$ cat config.mk
export PLATFORM = sky130hd
export DESIGN_NAME = cpi_scheduler
export DESIGN_NICKNAME = d
export VERILOG_FILES = /design/src/rtl/cpi_scheduler.sv
export SDC_FILE = /design/constraint.sdc
export NUM_CORES = 1
export LEC_CHECK = 0
export ABC_AREA = 0
export BUFFER_PORTS_ARGS = -buffer_cell sky130_fd_sc_hd__buf_2
export CAP_MARGIN = 20
export CORE_ASPECT_RATIO = 0.8
export CORE_MARGIN = 2
export CORE_UTILIZATION = 30
export CTS_CLUSTER_DIAMETER = 200
export DETAILED_ROUTE_END_ITERATION = 16
export PLACE_DENSITY_LB_ADDON = 0.08
export REMOVE_ABC_BUFFERS = 1
export SLEW_MARGIN = 0
export SYNTH_ARGS = -nofsm -noshare
export SYNTH_HDL_FRONTEND = slang
export SYNTH_SLANG_ARGS = --single-unit
$ cat constraint.sdc
create_clock -name sysclk -period 3.76 [get_ports sysclk]
set_input_delay 0.564 -clock sysclk [delete_from_list [all_inputs] [get_ports sysclk]]
set_output_delay 0.564 -clock sysclk [all_outputs]
set_load 0.1 [all_outputs]
$ cat src/rtl/cpi_scheduler.sv
// CPI sequencer: arms on a PMT rising edge, emits cpilen PRT-spaced switch toggles, then an optional gap.
// Optional ARM-state PMT timeout (-> FAULT) is enabled by defining PMT_TIMEOUT_EN.
module cpi_scheduler #(
  parameter int PRT_W      = 12,
  parameter int CPI_W      = 8,
  parameter int DEF_PRT    = 2400,
  parameter int DEF_DELAY  = 9,
  parameter int DEF_CPILEN = 100,
  parameter int DEF_GAP    = 0,
  parameter int TIMEOUT    = 4800
) (
  input  logic             sysclk,
  input  logic             rst,
  input  logic             enable,
  input  logic             pmt,
  input  logic             cfg_valid,
  output logic             cfg_ready,
  input  logic [PRT_W-1:0] cfg_prt,
  input  logic [PRT_W-1:0] cfg_delay,
  input  logic [CPI_W-1:0] cfg_cpilen,
  input  logic [PRT_W-1:0] cfg_gap,
  output logic             cfg_err,
  output logic             switch,
  output logic             prt_strobe,
  output logic             cpi_start,
  output logic             cpi_done,
  output logic [CPI_W-1:0] pulse_idx,
  output logic             busy,
  output logic             fault
);

  typedef enum logic [2:0] {S_IDLE, S_ARM, S_COUNT, S_GAP, S_FAULT} state_t;

  state_t           state, state_nx;
  logic             pmt_q;
  logic [PRT_W-1:0] cnt;
  logic [PRT_W-1:0] act_prt, act_delay, act_gap;
  logic [CPI_W-1:0] act_cpilen;
  logic [PRT_W-1:0] sh_prt, sh_delay, sh_gap;
  logic [CPI_W-1:0] sh_cpilen;
  logic             sh_full;

  logic             pmt_edge, terminal, last, gap_end, apply, cfg_ok, accept, reject, tmo_hit;
  logic [PRT_W-1:0] per_m1, nxt_gap;

  assign pmt_edge = pmt & ~pmt_q;
  assign per_m1   = act_prt - act_delay - PRT_W'(1);
  assign terminal = (state == S_COUNT) && (cnt == per_m1);
  assign last     = terminal && (pulse_idx == act_cpilen - CPI_W'(1));
  assign gap_end  = (state == S_GAP) && (cnt == act_gap - PRT_W'(1));

  // Shadow moves to active only where no running interval can observe it.
  assign apply   = sh_full && ((state == S_IDLE) || ((state == S_ARM) && !pmt_edge) || last);
  assign nxt_gap = apply ? sh_gap : act_gap;

  assign cfg_ok = (cfg_prt > cfg_delay) && (cfg_cpilen != '0);
  assign accept = cfg_valid && !sh_full && cfg_ok;
  assign reject = cfg_valid && !sh_full && !cfg_ok;

  assign cfg_ready = ~sh_full;
  assign busy      = (state == S_COUNT) || (state == S_GAP);

`ifdef PMT_TIMEOUT_EN
  localparam int TMO_W = $clog2(TIMEOUT + 1);
  logic [TMO_W-1:0] tcnt;

  assign tmo_hit = (state == S_ARM) && (tcnt == TMO_W'(TIMEOUT - 1));
  assign fault   = (state == S_FAULT);

  always_ff @(posedge sysclk) begin
    if (rst)                             tcnt <= '0;
    else if (state == S_ARM && !pmt_edge) tcnt <= tcnt + TMO_W'(1);
    else                                 tcnt <= '0;
  end
`else
  logic unused_tmo;
  assign unused_tmo = (TIMEOUT == 0);
  assign tmo_hit    = 1'b0;
  assign fault      = 1'b0;
`endif

  always_comb begin
    state_nx = state;
    case (state)
      S_IDLE:  if (enable) state_nx = S_ARM;
      S_ARM: begin
        if (!enable)       state_nx = S_IDLE;
        else if (pmt_edge) state_nx = S_COUNT;
        else if (tmo_hit)  state_nx = S_FAULT;
      end
      S_COUNT: begin
        // enable is only honoured once the CPI has finished
        if (last) begin
          if (nxt_gap != '0) state_nx = S_GAP;
          else if (enable)   state_nx = S_ARM;
          else               state_nx = S_IDLE;
        end
      end
      S_GAP:   if (gap_end) state_nx = enable ? S_ARM : S_IDLE;
      S_FAULT: if (!enable) state_nx = S_IDLE;
      default: state_nx = S_IDLE;
    endcase
  end

  always_ff @(posedge sysclk) begin
    if (rst) begin
      state      <= S_IDLE;
      pmt_q      <= 1'b0;
      cnt        <= '0;
      act_prt    <= PRT_W'(DEF_PRT);
      act_delay  <= PRT_W'(DEF_DELAY);
      act_cpilen <= CPI_W'(DEF_CPILEN);
      act_gap    <= PRT_W'(DEF_GAP);
      sh_prt     <= '0;
      sh_delay   <= '0;
      sh_cpilen  <= '0;
      sh_gap     <= '0;
      sh_full    <= 1'b0;
      cfg_err    <= 1'b0;
      switch     <= 1'b0;
      prt_strobe <= 1'b0;
      cpi_start  <= 1'b0;
      cpi_done   <= 1'b0;
      pulse_idx  <= '0;
    end else begin
      state      <= state_nx;
      pmt_q      <= pmt;
      cfg_err    <= reject;
      prt_strobe <= 1'b0;
      cpi_start  <= 1'b0;
      cpi_done   <= 1'b0;

      if (apply) begin
        act_prt    <= sh_prt;
        act_delay  <= sh_delay;
        act_cpilen <= sh_cpilen;
        act_gap    <= sh_gap;
      end

      if (accept) begin
        sh_prt    <= cfg_prt;
        sh_delay  <= cfg_delay;
        sh_cpilen <= cfg_cpilen;
        sh_gap    <= cfg_gap;
        sh_full   <= 1'b1;
      end else if (apply) begin
        sh_full   <= 1'b0;
      end

      case (state)
        S_ARM: begin
          cnt <= '0;
          if (state_nx == S_COUNT) begin
            cpi_start <= 1'b1;
            pulse_idx <= '0;
            switch    <= 1'b0;
          end
        end
        S_COUNT: begin
          if (terminal) begin
            cnt        <= '0;
            prt_strobe <= 1'b1;
            cpi_done   <= last;
            switch     <= last ? 1'b0 : ~switch;
            pulse_idx  <= (pulse_idx == act_cpilen) ? pulse_idx : pulse_idx + CPI_W'(1);
          end else begin
            cnt <= cnt + PRT_W'(1);
          end
        end
        S_GAP:   cnt <= cnt + PRT_W'(1);
        default: begin
          cnt    <= '0;
          switch <= 1'b0;
        end
      endcase
    end
  end

endmodule

== Yosys cells after proc, flatten, opt, wreduce, memory -nomap -nowiden ==
Cells that the tools add are included.
Word-level totals
  register bits after elaboration: 118
  input port bits: 49
  output and inout port bits: 16
  word-level logic and storage cells: 94
Operators by class
  add/subtract/negate cells: 6
  order comparisons: 1
  equal/unequal tests: 12
  mux-type cells: 24
  bitwise gates (word level): 8
  reduce and logical (&&, ||, !) cells: 25
Operator list (number)
  12-bit == test: 2
  12-bit two-way mux: 2
  8-bit two-way mux: 3
  12-bit one-hot mux with 2 select lines: 1
  12-bit by 1-bit subtractor with 12-bit output (second input constant): 2
  3-bit two-way mux: 6
  8-bit == test: 2
  8-bit one-hot mux with 2 select lines: 1
  3-bit one-hot mux with 5 select lines: 1
  12-bit by 1-bit adder with 12-bit output (second input constant): 1
  12-bit greater-than comparator: 1
  12-bit nonzero test: 1
  12-bit subtractor: 1
  3-bit by 2-bit == test with 1-bit output (second input constant): 3
  1-bit logical AND: 9
  8-bit by 1-bit adder with 8-bit output (second input constant): 1
  1-bit two-way mux: 8
  8-bit nonzero test: 1
  8-bit by 1-bit subtractor with 8-bit output (second input constant): 1
  1-bit inverter: 7
  2-bit inequality test (second input constant): 2
  4-bit AND reduction: 1
  2-bit nonzero test: 2
  2-bit OR reduction: 2
  other kinds (11): 15

== Logic depth before layout (Yosys ltp) ==
  depth after elaboration: 15
  gate-level depth with buffers: 13

== Worst setup path before layout ==
OpenSTA, ideal clock, no wires.
  kind: reg2reg
  start: register pulse_idx[3]
  end: register act_gap[0]
  arrival time: 3.061 ns
  path slack: 0.572 ns
  cell stages (with the launch flop): 12
  clock period less this slack: 3.188 ns
  cell sequence: dfxtp_1 > buf_2 > xor2_1 > nand3_1 > or4_1 > a21oi_2 > o2111ai_1 > o32ai_2 > buf_6 > buf_12 > mux2i_1 > nor2_1
On the way
  word-level cells in the longest chain between the ends: 5
RTL lines
  from (decl): RTL line 27  | output logic [CPI_W-1:0] pulse_idx,
  from (signal assigned): RTL line 165  | pulse_idx <= (pulse_idx == act_cpilen) ? pulse_idx : pulse_idx + CPI_W'(1);
  8-bit == test: RTL line 49  | assign last = terminal && (pulse_idx == act_cpilen - CPI_W'(1));
  1-bit logical AND: RTL line 49
  1-bit logical OR: RTL line 53  | assign apply = sh_full && ((state == S_IDLE) || ((state == S_ARM) && !pmt_edge) || last);
  1-bit logical AND: RTL line 53
  12-bit two-way mux
  to (signal assigned): RTL line 113  | act_gap <= PRT_W'(DEF_GAP);
  to (signal assigned): RTL line 137  | act_gap <= sh_gap;
  to (decl): RTL line 37  | logic [PRT_W-1:0] act_prt, act_delay, act_gap;
No other way between the ends.
A chain may end at the register's enable or synchronous reset.

== Final worst setup path ==
  start: register act_delay[0]
  end: register act_cpilen[4]
On the way
  word-level cells in the longest chain between the ends: 7
RTL lines
  from (decl): RTL line 37
  from (signal assigned): RTL line 111  | act_delay <= PRT_W'(DEF_DELAY);
  from (signal assigned): RTL line 135  | act_delay <= sh_delay;
  12-bit subtractor: RTL line 47  | assign per_m1 = act_prt - act_delay - PRT_W'(1);
  12-bit by 1-bit subtractor with 12-bit output: RTL line 47
  12-bit == test: RTL line 48  | assign terminal = (state == S_COUNT) && (cnt == per_m1);
  1-bit logical AND: RTL line 48
  1-bit logical AND: RTL line 49
  1-bit logical OR: RTL line 53
  1-bit logical AND: RTL line 53
  to (signal assigned): RTL line 112  | act_cpilen <= CPI_W'(DEF_CPILEN);
  to (signal assigned): RTL line 136  | act_cpilen <= sh_cpilen;
  to (decl): RTL line 38  | logic [CPI_W-1:0] act_cpilen;
No other way between the ends.

==> key figures <==
Min path
  – HP Start: cfg_gap[4]
  – Worst min path class: input pin to flip-flop
  – WHS Endpoint: sh_gap[4]
  – WHS Path Cells: 3

Cells and area
  – Non-Filler Instances: 1,040
  – Number of diodes: 0
  – Reg area: between 2000 and 2500 µm²
  – Final #Nets: approximately 840
  – Fill cells: around 2,100
  – Multi-input logic area: ~3600 µm²
  – Layout cell share with drive strength beyond 1: 15.05%
  – Design Area, Final: around 7500 µm²
  – Area growth syn-to-layout: 18.04%

Critical path
  – Crit start category: flip-flop
  – Worst path arrival time: about 3.5 ns
  – Critical path buffers and inverters: 2
  – Cell mode on critical path: mux2i_1
  – CP peak stage delay: 0.41 ns
  – R2R Setup Slk: 0.51 ns
  – Worst setup path category: flip-flop to flip-flop
  – R2R depth: 12
  – Capturing point of the worst reg2reg path: act_cpilen[4]
  – Critical path fanouts, max: 32
  – Critical Path Sink Type: flip-flop
  – Worst path slowest cell: o32ai_4
  – Crit-path leading delay family: compound AO/OA/AOI/OAI gates
  – Cell Chain, Critical Path: inv_1 -> ha_1 -> fa_1 -> a21o_1 -> a221oi_2 -> xor2_1 -> mux2i_1 -> nand3_2 -> o32ai_4 -> buf_12 -> mux2i_1 -> nor2_1
  – CP required: 4.04 ns
  – Worst R2R Start: act_delay[0]

Pwr
  – LEAKAGE: 2.915 nW
  – Maximum VDD drop: around 0.2 mV
  – P per Cell Area: about 450 nW/µm²
  – Final Power: roughly 3.4 mW

Clocking
  – Clock root buffer: clkbuf_16
  – CTS tree: yes
  – Hold_buf cts: 0
  – Htree depth: 4
  – CTS Sinks: approximately 120
  – Longest Clk Path Bufs: 2
  – Buffer count from post-CTS setup fixing: 0
  – Post_cts resized: 0
  – CTS Buf Count: 17
  – Reg clk slew, reported paths: 0.06 ns
  – Later-pin clock latency in the skew report: 0.42 ns

STA
  – Fmax: roughly 0.31 GHz
  – Tmin final: between 3 and 4 ns
  – RSZ-0062 raised after global routing: false
  – Final Hold Vio Count: 0
  – Final worst path period share: 86.57%
  – Clock skew: approximately 0.009 ns
  – Hold WS: about 0.38 ns
  – Setup violations, final: 0
  – Slew HR: roughly 45%
  – Worst-Margin Slew: 0.8233 ns
  – Max Slew Vio Count: 0

Routing
  – First-pass DRT Iterations: 4
  – Routed Antenna Nets: 0
  – Wirelength per Cell: 15.15 µm
  – # DRC: 0
  – Post-Route WL: about 16,000 µm
  – DR vias: approximately 5,000
  – Initial DRC Count: around 260
  – DR vias/cell: 4.846

Global route
  – Initial antenna violation count: 0
  – Met2 Use GR: 22.02%
  – Largest net degree at the start of global routing: 65
  – Met3 usage in global routing: under 10%
  – Total GRT Usage: between 10% and 20%
  – Vias in the first global route: just under 5,000
  – Most used routing layer: met2
  – First-pass GRT wire length: 25,900 µm
  – Grt met1 use: between 20% and 30%
  – Grt ovf: 0

Floorplan
  – Die area: 22,410 µm²
  – Die Span Y: between 100 and 150 µm
  – I/O pin cnt: 65
  – Rows: 47
  – Initial Util: 30.67%
  – Core Footprint: 20,760 µm²
  – Chip width: roughly 170 µm

Logic synthesis
  – Top-area cell type share of the netlist area: between 30% and 40%
  – Most common cell in the netlist: dfxtp_1
  – Synth area leader: dfxtp_1
  – Synth cell count leaders: 118 x dfxtp_1, 112 x nor2_1, 81 x mux2i_1
  – Post-Syn Instances: roughly 700
  – Ys async rst share: 0%
  – Synth Register Bits: roughly 120
  – Post-synth EDFFs: 0
  – Synth warn: 0
  – Synth unique cells: 65
  – Avg Inst Size Synth: 8.968 µm²
  – Top cells by area, synth: dfxtp_1 37%, mux2i_1 13%, nor2_1 6.6%
  – Post-synth top flop: dfxtp_1
  – Sequential area share after synthesis: a little under two fifths
  – Synthesized area: 6367 µm²

Place
  – IO Port Bufs: 63
  – Placed Area: about 7000 µm²
  – GPL Wtd Cong: about 0.8
  – Placed insts: ~1,000
  – Detailed placer's ending HPWL: 11,710 µm

Outcome
  – Status: finished, final reports clean

Job
  – Count of max-cap constraint violations: 0
routing by layer:
| metal | part of all wire (%) | vias to the layer above |
|---|---|---|
| li1 | - | 2595 |
| met1 | 54 | 2363 |
| met2 | 42 | 71 |
| met3 | 3.2 | 11 |
| met4 | 0.89 | 0 |
| met5 | 0 | - |
per-stage QoR:
stage | utilization, % | setup TNS [ns] | setup slack, ns
after floorplan | - | -80.88 | -1.867
after global placement | 33.17 | 0 | 0.2155
after detailed placement | 33.17 | 0 | 0.2159
after CTS | 36.21 | 0 | 0.4687
after global routing | 36.21 | 0 | 0.1909
final | 36.21 | 0 | 0.5051
flip-flops by register name (all words and copies together) (netlist names), 8 cells and up:
register and count:
act_prt 12, cnt 12, sh_prt 12, sh_gap 12, pulse_idx 8, act_cpilen 8
act_gap 12, sh_delay 12, act_delay 12, sh_cpilen 8
final cells by class:
type	instances	area share, %
multi-input cells	512	48.38
repair buffers	69	5.327
clock inverters	15	2.730
clock buffers	17	5.660
flip-flops and latches	118	31.43
well taps	269	4.478
inverters	40	1.998
placed cells by master, fill, tap and decap left out, types with 3 or more instances in the layout:
master,Yosys,layout
dfxtp_1,118,118
nor2_1,112,112
mux2i_1,81,81
buf_2,7,62
inv_1,40,40
xnor2_1,37,37
ha_1,27,27
a21oi_1,26,26
xor2_1,24,24
nand2_1,22,22
nand3_1,21,21
nor3_1,18,18
clkbuf_16,0,17
o21ai_0,16,16
nand4_1,13,13
nor4_1,12,12
o41a_1,7,7
nor2b_1,6,6
a21o_1,6,6
a211oi_1,5,5
and3_1,6,5
o211ai_1,5,5
clkinv_4,0,5
or3_1,4,4
o31a_1,4,4
bufinv_16,0,4
buf_4,2,4
a31oi_1,3,3
a41oi_1,3,3
nand3b_1,3,3
nor3b_1,3,3
nand2b_1,3,3
and3b_1,3,3
o31ai_1,3,3
clkinvlp_4,0,3
buf_12,3,3
worst register-to-register path, stage by stage, from the launching register on:
cell,delay [ns]
dfxtp_1,0.30
inv_1,0.05
ha_1,0.20
fa_1,0.40
a21o_1,0.22
a221oi_2,0.31
xor2_1,0.23
mux2i_1,0.24
nand3_2,0.22
o32ai_4,0.41
buf_12,0.27
mux2i_1,0.22
nor2_1,0.05
logic make-up (layout without fill, tap and decap cells):
| family | after synthesis | in the layout | synth area share, % |
|---|---|---|---|
| simple gates | 241 | 241 | 18.77 |
| flops | 118 | 118 | 37.10 |
| compound gates | 100 | 100 | 11.34 |
| mux | 81 | 81 | 12.73 |
| buf+inv | 80 | 141 | 5.993 |
| xor+xnor | 61 | 61 | 8.391 |
| fa+ha+maj | 28 | 28 | 5.620 |
| other cells | 1 | 1 | 0.05889 |
worst max path at each step:
stage,from,end,slack [ns],depth (start not counted)
3_3_place_gp,cfg_delay[1],sh_prt[3],0.22,12
4_1_cts,act_delay[0],act_cpilen[4],0.47,12
5_1_grt,act_delay[0],pulse_idx[6],0.19,11
6_report,act_delay[0],act_cpilen[4],0.51,12
2_1_floorplan,state[1],act_cpilen[0],-1.87,7
3_5_place_dp,cfg_delay[1],sh_prt[1],0.22,12
report_power, final:
part / switching (mW) / internal [mW]
logic: 0.193 / 0.144
registers: 0.0339 / 1.29
clock network: 0.625 / 1.11
Note: power is estimated with default switching activity, not from simulation.
